## src/rtl/cpu_pkg.sv

```systemverilog
// rtl/cpu_pkg.sv - shared word width, fetch FSM states, buffer entry type and reset vector
package cpu_pkg;

    localparam int WORD_W = 32;
    localparam logic [WORD_W-1:0] RESET_PC_DEFAULT = 32'h0000_0000;

    typedef enum logic [1:0] {
        IDLE    = 2'd0,
        FETCH   = 2'd1,
        DISCARD = 2'd2,
        HALT    = 2'd3
    } fetch_state_e;

    typedef struct packed {
        logic [WORD_W-1:0] instr;
        logic [WORD_W-1:0] pc;
    } fetch_entry_t;

    // Word addresses wrap naturally from all-ones back to zero.
    function automatic logic [WORD_W-1:0] next_word_addr(input logic [WORD_W-1:0] addr);
        return addr + WORD_W'(1);
    endfunction

endpackage

```

## src/rtl/fetch_buffer.sv

```systemverilog
// rtl/fetch_buffer.sv - in-order instruction buffer (depth 1 or 2) with push/pop/flush
module fetch_buffer
    import cpu_pkg::*;
#(
    parameter int DEPTH = 1,
    localparam int CNT_W = $clog2(DEPTH + 1)
) (
    input  logic             clk_i,
    input  logic             rst_ni,
    input  logic             push_i,
    input  fetch_entry_t     push_entry_i,
    input  logic             pop_i,
    input  logic             flush_i,
    output fetch_entry_t     head_o,
    output logic             empty_o,
    output logic [CNT_W-1:0] count_o
);

    fetch_entry_t     slot_q [DEPTH];
    fetch_entry_t     slot_d [DEPTH];
    logic [CNT_W-1:0] count_q;
    logic [CNT_W-1:0] count_d;
    logic             full;
    logic             pop_ok;
    logic             push_ok;

    assign full    = (count_q == CNT_W'(DEPTH));
    assign empty_o = (count_q == '0);
    assign pop_ok  = pop_i && !empty_o;
    // A pop frees the slot the push needs, so both may land on a full buffer.
    assign push_ok = push_i && (!full || pop_ok);

    always_comb begin
        slot_d  = slot_q;
        count_d = count_q;
        if (flush_i) begin
            count_d = '0;
        end else begin
            if (pop_ok) begin
                for (int i = 0; i < DEPTH - 1; i++) begin
                    slot_d[i] = slot_q[i + 1];
                end
                count_d = count_d - CNT_W'(1);
            end
            if (push_ok) begin
                for (int i = 0; i < DEPTH; i++) begin
                    if (CNT_W'(i) == count_d) begin
                        slot_d[i] = push_entry_i;
                    end
                end
                count_d = count_d + CNT_W'(1);
            end
        end
    end

    always_ff @(posedge clk_i or negedge rst_ni) begin
        if (!rst_ni) begin
            for (int i = 0; i < DEPTH; i++) begin
                slot_q[i] <= '0;
            end
            count_q <= '0;
        end else begin
            slot_q  <= slot_d;
            count_q <= count_d;
        end
    end

    assign head_o  = slot_q[0];
    assign count_o = count_q;

endmodule

```

## src/rtl/fetch_unit.sv

```systemverilog
// rtl/fetch_unit.sv - instruction fetch FSM feeding IR; FETCH_PREFETCH_EN selects a 2-entry buffer
module fetch_unit
    import cpu_pkg::*;
#(
    parameter logic [WORD_W-1:0] RESET_PC = RESET_PC_DEFAULT
) (
    input  logic              clk_i,
    input  logic              rst_ni,
    input  logic              stop_i,
    input  logic              redirect_i,
    input  logic [WORD_W-1:0] redirect_pc_i,
    output logic              mem_read_o,
    output logic [WORD_W-1:0] mem_addr_o,
    input  logic              mem_ack_i,
    input  logic [WORD_W-1:0] mem_data_i,
    output logic [WORD_W-1:0] ir_o,
    output logic              ir_valid_o,
    input  logic              ir_take_i,
    output logic [WORD_W-1:0] fetch_pc_o
);

`ifdef FETCH_PREFETCH_EN
    localparam int BUF_DEPTH = 2;
`else
    localparam int BUF_DEPTH = 1;
`endif
    localparam int CNT_W = $clog2(BUF_DEPTH + 1);
    localparam int OCC_W = CNT_W + 1;

    fetch_state_e      state_q;
    fetch_state_e      state_d;
    logic [WORD_W-1:0] fp_q;
    logic [WORD_W-1:0] fp_d;
    logic [WORD_W-1:0] addr_q;
    logic [WORD_W-1:0] addr_d;
    logic [CNT_W-1:0]  buf_count;
    logic              buf_empty;
    fetch_entry_t      buf_head;
    fetch_entry_t      push_entry;
    logic              push;
    logic              pop;
    logic              issue;
    logic [OCC_W-1:0]  occ_next;
    logic              space_next;

    // Redirect overrides any take in the same cycle; data returned on a redirect is stale.
    assign pop        = ir_take_i && !buf_empty && !redirect_i;
    assign push       = (state_q == FETCH) && mem_ack_i && !redirect_i;
    assign push_entry = '{instr: mem_data_i, pc: addr_q};

    // Occupancy after this edge decides whether a new request may be issued.
    assign occ_next   = redirect_i ? '0
                      : ({1'b0, buf_count} - OCC_W'(pop) + OCC_W'(push));
    assign space_next = (occ_next < OCC_W'(BUF_DEPTH));

    always_comb begin
        state_d = state_q;
        fp_d    = redirect_i ? redirect_pc_i : fp_q;
        addr_d  = addr_q;
        issue   = 1'b0;
        case (state_q)
            IDLE: begin
                if (stop_i) begin
                    state_d = HALT;
                end else if (space_next) begin
                    issue = 1'b1;
                end
            end
            FETCH, DISCARD: begin
                if (mem_ack_i) begin
                    if (push) begin
                        fp_d = next_word_addr(fp_q);
                    end
                    if (stop_i) begin
                        state_d = HALT;
                    end else if (space_next) begin
                        issue = 1'b1;
                    end else begin
                        state_d = IDLE;
                    end
                end else if (redirect_i) begin
                    state_d = DISCARD;
                end
            end
            HALT: begin
                if (!stop_i) begin
                    state_d = IDLE;
                end
            end
            default: state_d = IDLE;
        endcase
        if (issue) begin
            state_d = FETCH;
            addr_d  = fp_d;
        end
    end

    always_ff @(posedge clk_i or negedge rst_ni) begin
        if (!rst_ni) begin
            state_q <= IDLE;
            fp_q    <= RESET_PC;
            addr_q  <= RESET_PC;
        end else begin
            state_q <= state_d;
            fp_q    <= fp_d;
            addr_q  <= addr_d;
        end
    end

    fetch_buffer #(
        .DEPTH (BUF_DEPTH)
    ) u_buffer (
        .clk_i        (clk_i),
        .rst_ni       (rst_ni),
        .push_i       (push),
        .push_entry_i (push_entry),
        .pop_i        (pop),
        .flush_i      (redirect_i),
        .head_o       (buf_head),
        .empty_o      (buf_empty),
        .count_o      (buf_count)
    );

    assign mem_read_o = (state_q == FETCH) || (state_q == DISCARD);
    assign mem_addr_o = addr_q;
    assign ir_o       = buf_head.instr;
    assign fetch_pc_o = buf_head.pc;
    assign ir_valid_o = !buf_empty;

endmodule
```

## config.mk

```make
export PLATFORM = sky130hd
export DESIGN_NAME = fetch_unit
export DESIGN_NICKNAME = d
export VERILOG_FILES = /design/src/rtl/cpu_pkg.sv /design/src/rtl/fetch_buffer.sv /design/src/rtl/fetch_unit.sv
export SDC_FILE = /design/constraint.sdc
export NUM_CORES = 1
export LEC_CHECK = 0
export ABC_AREA = 1
export CAP_MARGIN = 20
export CORE_ASPECT_RATIO = 0.9
export CORE_MARGIN = 1.5
export CORE_UTILIZATION = 33
export DETAILED_ROUTE_END_ITERATION = 8
export PLACE_DENSITY = 0.57
export SLEW_MARGIN = 20
export SYNTH_ARGS = -nofsm -noshare
export SYNTH_HDL_FRONTEND = slang
export SYNTH_HIERARCHICAL = 1
export SYNTH_SLANG_ARGS = --single-unit
export TNS_END_PERCENT = 5
```

## constraint.sdc

```tcl
create_clock -name clk_i -period 2.55 [get_ports clk_i]
set_clock_uncertainty 0.15 [all_clocks]
set_input_delay 0.51 -clock clk_i [delete_from_list [all_inputs] [get_ports clk_i]]
set_output_delay 0.51 -clock clk_i [all_outputs]
set_load 0.01 [all_outputs]
```

# Yosys cells after proc, flatten, opt, wreduce, memory -nomap -nowiden
# Index checks and enable logic that the tools add are counted.
word_totals:
  regBits: 131
  input_bits: 70
classes:
  add_sub_neg: 5
  order_cmp: 1
  eq_ne: 7
  n_mux: 21
  bitwise: 2
  reduce_logical: 14
ops:
  columns: ["operator", "count"]
  rows:
  - ["32-bit 2-to-1 mux", 4]
  - ["32-bit by 1-bit adder with 32-bit output, second input constant", 1]
  - ["2-bit 2-to-1 mux", 8]
  - ["1-bit 2-to-1 mux", 7]
  - ["1-bit logical AND", 6]
  - ["3-bit inequality test, second input constant", 2]
  - ["2-bit one-hot mux with 3 select lines", 1]
  - ["5-bit inequality test, second input constant", 1]
  - ["2-bit == test, second input constant", 2]
  - ["4-bit inequality test, second input constant", 1]
  - ["4-bit AND reduction", 1]
  - ["3-bit AND reduction", 1]
  - ["2-bit by 1-bit adder with 2-bit output", 1]
  - ["2-bit by 1-bit == test with 1-bit output, second input constant", 1]
  - ["1-bit zero test", 2]
  - ["2-bit zero test", 1]
  - ["1-bit logical OR", 2]
  - ["2-bit by 1-bit < comparator with 1-bit output, second input constant", 1]
  - ["1-bit NOT", 2]
  - ["1-bit one-hot mux with 2 select lines", 1]
  - ["2-bit OR reduction", 1]
  - ["1-bit by 1-bit subtractor with 2-bit output", 1]
  - ["1-bit adder, second input constant", 1]
  - ["1-bit subtractor, second input constant", 1]

# Logic depth before layout (Yosys ltp)
# Gate-level depths: netlist of run 1.
depth:
  depth_word: 12
  mapped_depth: 16
  mapped_depth_nobuf: 16

# Modules after synthesis
# Netlist of run 1, hierarchy kept.
by_module_without_submodules:
  columns: ["mod", "n_inst", "cells_each", "area_per_inst_um2", "seq_area_each_um2"]
  rows:
  - ["fetch_unit", 1, 580, 4042.6, 1651.6]
  - ["fetch_buffer", 1, 284, 2625.0, 1626.6]

# Worst setup path before layout of run 1
# Ideal clock, no wire load.
synth_timing:
  kind: "input port to flip-flop"
  start: "in redirect_i"
  end: "reg addr_q[8], in the netlist mem_addr_o[8]"
  arrival_ns: 2.301
  t_required_ns: 2.265
  slack_ns: -0.036
  stages: 12
  cell_sequence: "buf_6 > clkbuf_1 > nor2_1 > ha_1 > inv_1 > ha_1 > nand3b_1 > nand2_1 > nand3_2 > inv_1 > buf_2 > a31oi_1"
synth_between:
  elab_chain_len: 10
  word_cells_on_any_way: 15
synth_rtl:
  columns: ["element", "line", "rtl"]
  rows:
  - ["from (decl)", "fetch_unit.sv:10", "input logic redirect_i,"]
  - ["1-bit zero test *", "fetch_unit.sv:47", "assign pop = ir_take_i && !buf_empty && !redirect_i;"]
  - ["1-bit logical AND *", "fetch_unit.sv:47", null]
  - ["named net pop", "fetch_unit.sv:41", "logic pop;"]
  - ["1-bit by 1-bit subtractor with 2-bit output *", "fetch_unit.sv:53", ": ({1'b0, buf_count} - OCC_W'(pop) + OCC_W'(push));"]
  - ["2-bit by 1-bit adder with 2-bit output *", "fetch_unit.sv:53", null]
  - ["2-bit 2-to-1 mux *", "fetch_unit.sv:52", "assign occ_next = redirect_i ? '0"]
  - ["2-bit by 1-bit < comparator with 1-bit output *", "fetch_unit.sv:54", "assign space_next = (occ_next < OCC_W'(BUF_DEPTH));"]
  - ["1-bit 2-to-1 mux *", "fetch_unit.sv:65, fetch_unit.sv:76", null]
  - ["1-bit 2-to-1 mux *", "fetch_unit.sv:63", "if (stop_i) begin"]
  - ["1-bit 2-to-1 mux", "fetch_unit.sv:70", "if (mem_ack_i) begin"]
  - ["1-bit one-hot mux with 2 select lines *", "fetch_unit.sv:61", "case (state_q)"]
  - ["to (signal assigned)", "fetch_unit.sv:106", "addr_q <= addr_d;"]
  - ["to (decl)", "fetch_unit.sv:34", "logic [WORD_W-1:0] addr_q;"]
# Mark *: on every way through the listed nets, which the timed path passes. The rest lies on a longest branch.
# A chain may end at the register's enable or synchronous reset.

# Worst setup path in the final report of run 1
layout_timing:
  start: "reg state_q[0]"
  end: "out mem_read_o"
layout_between:
  elab_chain_len: 2
  word_cells_on_any_way: 3
layout_rtl:
  columns: ["element", "line", "rtl"]
  rows:
  - ["from (decl)", "fetch_unit.sv:30", "fetch_state_e state_q;"]
  - ["from (signal assigned)", "fetch_unit.sv:104", "state_q <= state_d;"]
  - ["2-bit by 1-bit == test with 1-bit output or 2-bit == test (tied branches)", "fetch_unit.sv:124", "assign mem_read_o = (state_q == FETCH) || (state_q == DISCARD);"]
  - ["1-bit logical OR *", "fetch_unit.sv:124", null]
  - ["to (decl)", "fetch_unit.sv:12", "output logic mem_read_o,"]
# Every way passes the cells marked *; elsewhere a longest branch is shown, timed or not.

==> results of run 1 <==
[cells in the final DEF, fill, tap and decap left out, types with 15 or more instances in the layout]
master | netlist | routed
nand2_1 | 379 | 378
clkdlybuf4s50_1 | 0 | 165
dfrtp_1 | 131 | 130
nand3_1 | 99 | 99
nor2_1 | 49 | 49
inv_1 | 49 | 47
o21ai_0 | 25 | 24
clkbuf_16 | 0 | 18
o211ai_1 | 15 | 15
buf_4 | 10 | 15
[per-stage QoR]
| step | cell area [µm²] | util | TNS [ns] | hold slack, ns | setup WS, ns |
|---|---|---|---|---|---|
| floorplan | 6670 | - | 0 | 0.0644 | 0.0791 |
| global placement | 8570 | 0.431 | -8.02 | 0.301 | -0.271 |
| global route | 9270 | 0.467 | 0 | 0.332 | 0.00884 |
| CTS | 9200 | 0.463 | 0 | 0.322 | 0.0632 |
| finish | 9270 | 0.467 | 0 | 0.319 | 0.109 |
| detailed placement | 8570 | 0.431 | -9.31 | 0.299 | -0.332 |
[worst paths after layout]
kind | end | cells past startpoint | slack, ns
setup / recovery | mem_read_o | 3 | 0.11
hold / removal | u_buffer/head_o[29] | 2 | 0.32
setup reg to reg | state_q[0] | 13 | 0.19
hold reg to reg | u_buffer/head_o[29] | 2 | 0.32
max in group asynchronous | u_buffer/head_o[18] | 3 | 1.12
min in group asynchronous | u_buffer/head_o[46] | 2 | 0.42
[cell usage after synthesis, types with 2 or more instances]
cell / count / area, µm²
nand2_1: 379 / 1420
dfrtp_1: 131 / 3280
nand3_1: 99 / 495
inv_1: 49 / 184
nor2_1: 49 / 184
o21ai_0: 25 / 125
o211ai_1: 15 / 113
buf_2: 12 / 60.1
nand2_2: 11 / 68.8
xor2_1: 11 / 96.3
buf_4: 10 / 75.1
buf_6: 9 / 101
clkbuf_1: 7 / 26.3
and2_1: 6 / 37.5
ha_1: 6 / 75.1
nor2_4: 6 / 67.6
o21ai_1: 6 / 30.0
or2_2: 5 / 31.3
a21boi_0: 4 / 30.0
a21oi_1: 4 / 20.0
nor2_2: 4 / 25.0
nand4_1: 3 / 18.8
a31oi_1: 2 / 12.5
inv_2: 2 / 7.51
nand3_2: 2 / 20.0
[state kept, by name, summed over array words and instances (netlist names)]
register          cells
fp_q                 32
mem_addr_o           32
state_q               2
u_buffer/count_o      1
u_buffer/head_o      64
[power by group]
part / leakage (nW) / switching [mW] / total [mW] / internal [mW]
clock: 0.300 / 0.965 / 2.59 / 1.62
combinational: 2.45 / 1.94 / 3.96 / 2.02
sequential: 1.64 / 0.634 / 3.55 / 2.92
total: 4.40 / 3.54 / 10.1 / 6.56
[cell type report]
cell class              count  share of cell area
well taps                 255              0.0344
clock buffers              21              0.0507
repair buffers            190               0.207
inverters                  52              0.0215
multi-input cells         641               0.317
clock inverters            11              0.0162
flip-flops and latches    131               0.354
[per-layer routing]
metal  vias up  track usage  share of wire
met5         -            0              0
met4         0       0.0577          0.010
met3        16       0.0419          0.044
met2       161        0.297           0.45
met1      2851        0.270           0.50
li1       3071            -              -
[timing repair]
action	CTS	global route
buffers inserted	0	1
hold buffers	1	0
endpoints found under the setup margin	0	34
resized for setup	0	12
endpoints found under the hold margin	37	0
[worst reg2reg max path: stages (launching register included)]
cell and delay (ns):
dfrtp_1 0.40, inv_2 0.08, ha_4 0.13, nand3_4 0.10
ha_1 0.29, inv_1 0.04, ha_1 0.25, nand3b_1 0.20
nand2_2 0.11, nand3_4 0.10, inv_4 0.12, buf_12 0.14
a21oi_1 0.04, o21ai_1 0.13
[logic make-up (layout without fill, tap and decap cells)]
group,count (synthesis),in the layout
xor+xnor,11,11
buf+inv,92,274
simple gates,565,565
mux,1,1
flops,131,131
compound gates,58,58
fa+ha+maj,6,6
==> results.cfg, run 1 <==
[yosys]
ys_types = 32
syn_area_per_cell_um2 = 7.72
synth_ff_type = dfrtp_1
yosysSeqAreaShare = 0.492
syn_area_um2 = 6670
synth-edff-count = 0
synth_fp_nets = 940
synth_cells = 864
synthMuxAreaShare = 0.00150
ys_ff_latch = 131
yosysWarnings = 6
synth_compound_area_frac = 0.0516
synth_top_family_by_area = simple AND/OR/NAND/NOR gates
synthSimpleGateAreaFrac = 0.357
synth_xor_area_frac = 0.0144
yosys.area_share.adder = 0.0113
ys_async_sr_fraction = 1.00

[power_and_ir_drop]
p_leak_nw = 4.40
total_power_mw = 10.1
power_density_nw_per_um2 = 1090
peakVddDrop_mv = 0.414

[timing]
slew_violations = 0
min_period_ns = 2.44
final_hold_viol_count = 0
fin_crit_sh = 0.957
setup_viol = 0
grt_setup_unrepaired = false
relSlewSlack = 0.581
tightest_slew_ns = 0.627
fmax_ghz = 0.410

[grt]
grtUsageTotal = 0.192
gr-total-overflow = 0
grt_pass1_vias = 5861
grt_max_degree = 56
antenna_found_initial = 0
grt_pass1_wl_mm = 31.8

[finish]
regArea_um2 = 3280
final_nets = 1109
syn_to_final_growth_pct = 39.0
drive_above_1_share = 0.0870
diodes = 0
nFillCells = 2002
fin_cells = 1301
multiInputGateArea_um2 = 2930

[cts]
cts_root_buf = clkbuf_16
clk_pin_slew_ns = 0.06
cts_tree = built
htree_levels = 4
cts_sinks = 131
cts.path.max_buffers = 2
cts_buffers = 17
insertion_delay_ns = 0.42

[setup_path]
worst_path_dominant_cell_family = buffers and inverters
endpoint_kind = output port
crit_chain = inv_1 > ha_1 > clkdlybuf4s50_1
worstSetupPathType = reg2out
path_buf_inv = 2
crit_path_start_kind = flip-flop
critical_path_required_ns = 1.89
arrival_ns = 1.78
startpoint = state_q[0]
critPathMaxFanout = 4
rr_startpoint = state_q[1]
cp_slowest_cell = clkdlybuf4s50_1
max_stage_delay_ns = 0.56

[floorplanning]
fp-row-count = 49
dieArea_um2 = 21100
io_pins = 168
core_um2 = 19900
die_y_um = 138
initial_utilization = 0.336
fp.dieW_um = 153

[route]
vias = 6099
drtIter0Drc = 330
final_antenna_net_count = 0
avgRoutedWirePerCell_um = 15.2
routed_wl_mm = 19.8
drc = 0
vias_per_cell = 4.69
first_pass_iters = 4

[job]
cap_violations = 0

[place]
portBuffers = 167
gp_congestion = 0.902
dp.cells = 1266
dp_hpwl_mm = 14.0

[hold_path]
holdCritStartpoint = u_buffer/head_o[29]
hp-class = reg2reg

[status]
status = finished clean
Power figures use the tool's default switching activity.
==> run 2: changes to the inputs <==
- CAP_MARGIN: 20 -> unset
==> results of run 2 <==
The final DEF is identical to that of run 1; final timing and power are the same.
==> run 3: changes to the inputs <==
- CELL_PAD_IN_SITES_DETAIL_PLACEMENT: unset -> 1
- CELL_PAD_IN_SITES_GLOBAL_PLACEMENT: unset -> 2
- CORE_UTILIZATION: 33 -> 28
- PLACE_DENSITY: 0.57 -> 0.81
==> run 3 against run 2 <==
  * Sequential power hardly changed
  * Final cell count rose by 3.6%
  * Core utilization shrank 6.8 points
  * Worst setup slack improved by 0.041 ns
  * Hold slack about the same
  * First-iteration DRC count shrank 22%
  * Die area increased by 17%
  * Fmax is 1.7% higher
  * Critical path type is now reg2reg
  * Design area is 0.40% higher
  * Via count rose by 1.1%
  * Combinational power about the same
  * Wire length rose by 9.8%
==> results.cfg, run 3 (synthesized netlist as in run 1, its figures left out) <==
[status]
status = finished clean

[grt]
grt_pass1_vias = 6488
antenna_found_initial = 0
grt_pass1_wl_mm = 35.7
gr-total-overflow = 0
grtUsageTotal = 0.183
grt_max_degree = 65

[route]
routed_wl_mm = 21.8
vias = 6164
final_antenna_net_count = 0
first_pass_iters = 4
drc = 0
drtIter0Drc = 258
avgRoutedWirePerCell_um = 16.1
vias_per_cell = 4.57

[place]
gp_congestion = 0.837
dp.cells = 1313
dp_hpwl_mm = 15.8
place_area_um2 = 8650
portBuffers = 167

[cts]
clk_pin_slew_ns = 0.07
cts.path.max_buffers = 2
insertion_delay_ns = 0.44
cts_sinks = 131
htree_levels = 4
cts_buffers = 17
cts_tree = built
cts_root_buf = clkbuf_16

[timing]
fin_crit_sh = 0.941
setup_tns_ns = 0
fmax_ghz = 0.417
setup_viol = 0
final_hold_viol_count = 0
tightest_slew_ns = 0.590
slew_violations = 0
holdWs_ns = 0.319
relSlewSlack = 0.606
min_period_ns = 2.40

[setup_path]
rr_worst_depth = 14
arrival_ns = 2.57
path_buf_inv = 3
critical_path_required_ns = 2.72
cp_slowest_cell = dfrtp_1
endpoint_kind = flip-flop
rr_startpoint = state_q[1]
worstSetupPathType = reg2reg
worst_path_dominant_cell_family = adder cells
regToRegSetupSlack_ns = 0.15
max_stage_delay_ns = 0.42
crit_chain = inv_2 > ha_4 > nand3_4 > ha_4 > inv_1 > ha_1 > nand3b_1 > nand2_1 > nand3_2 > buf_4 > o21ai_0 > nand2_1 > nand2_1 > o21ai_0
regToRegEndpoint = state_q[1]
critPathMaxFanout = 4
crit_path_start_kind = flip-flop
critPathMostFrequentCell = nand2_1

[floorplanning]
fp-row-count = 53
dieArea_um2 = 24700
io_pins = 168
fp.dieW_um = 166
die_y_um = 149
initial_utilization = 0.286
core_um2 = 23300

[power_and_ir_drop]
p_leak_nw = 4.41
peakVddDrop_mv = 0.409
power_density_nw_per_um2 = 1080
total_power_mw = 10.0

[finish]
final_nets = 1109
syn_to_final_growth_pct = 39.6
fin_cells = 1348
layout_common_cells = 379 x nand2_1, 163 x clkdlybuf4s50_1, 130 x dfrtp_1
fin_area_um2 = 9310
largest_reg_flops = 64
final_common_cell = nand2_1
drive_above_1_share = 0.0880
diodes = 0

[hold_path]
hp-class = reg2reg
worstHoldPathCells = 2
holdCritStartpoint = u_buffer/head_o[55]
holdPathEnd = u_buffer/head_o[55]

[job]
cap_violations = 0
[run 3: tightest hold or removal path, cell delays in order, from the launching register on]
cell and delay (ns):
dfrtp_1 0.34, nand2_1 0.05, nand2_1 0.05
[run 3: routing by layer]
layer  GRT usage  vias up  share of wire
li1            -     3075              -
met1       0.248     2949           0.49
met2       0.295      122           0.46
met3      0.0345       18          0.032
met4      0.0568        0          0.013
met5           0        -              0
[run 3: how the worst max path moves through the flow]
stage / startpoint / endpoint / slack [ns] / cells after the start
6_report: state_q[1] / state_q[1] / 0.15 / 14
3_3_place_gp: mem_ack_i / mem_addr_o[8] / -0.31 / 12
5_1_grt: ir_take_i / state_q[1] / -0.06 / 14
4_1_cts: state_q[1] / mem_addr_o[8] / 0.03 / 13
3_5_place_dp: mem_ack_i / mem_addr_o[8] / -0.37 / 12
2_1_floorplan: redirect_i / mem_addr_o[8] / 0.08 / 12
[run 3: power by group]
group	internal, mW	switching [mW]
clock network	1.39	1.11
registers	2.92	0.638
logic	1.98	1.99
[run 3: layout make-up]
| cell class | instances | area, µm² |
|---|---|---|
| Tap cell | 302 | 378 |
| Timing Repair Buffer | 190 | 1920 |
| Fill cell | 2792 | 14000 |
| Inverter | 52 | 196 |
| Sequential cell | 131 | 3280 |
| Clock buffer | 17 | 425 |
| Multi-Input combinational cell | 641 | 2940 |
| Clock inverter | 15 | 166 |
[run 3: timing repair]
item,in CTS,in global routing
hold buffers,1,0
buffers inserted,0,2
endpoints found under the setup margin,0,35
resized for setup,0,10
hold endpoints to repair,44,0
[run 3: metrics by stage]
step / setup WS (ns) / utilization
after floorplan: 0.0791 / -
after global placement: -0.306 / 0.371
after detailed placement: -0.374 / 0.371
after CTS: 0.0253 / 0.396
after global routing: -0.0623 / 0.399
final: 0.150 / 0.399
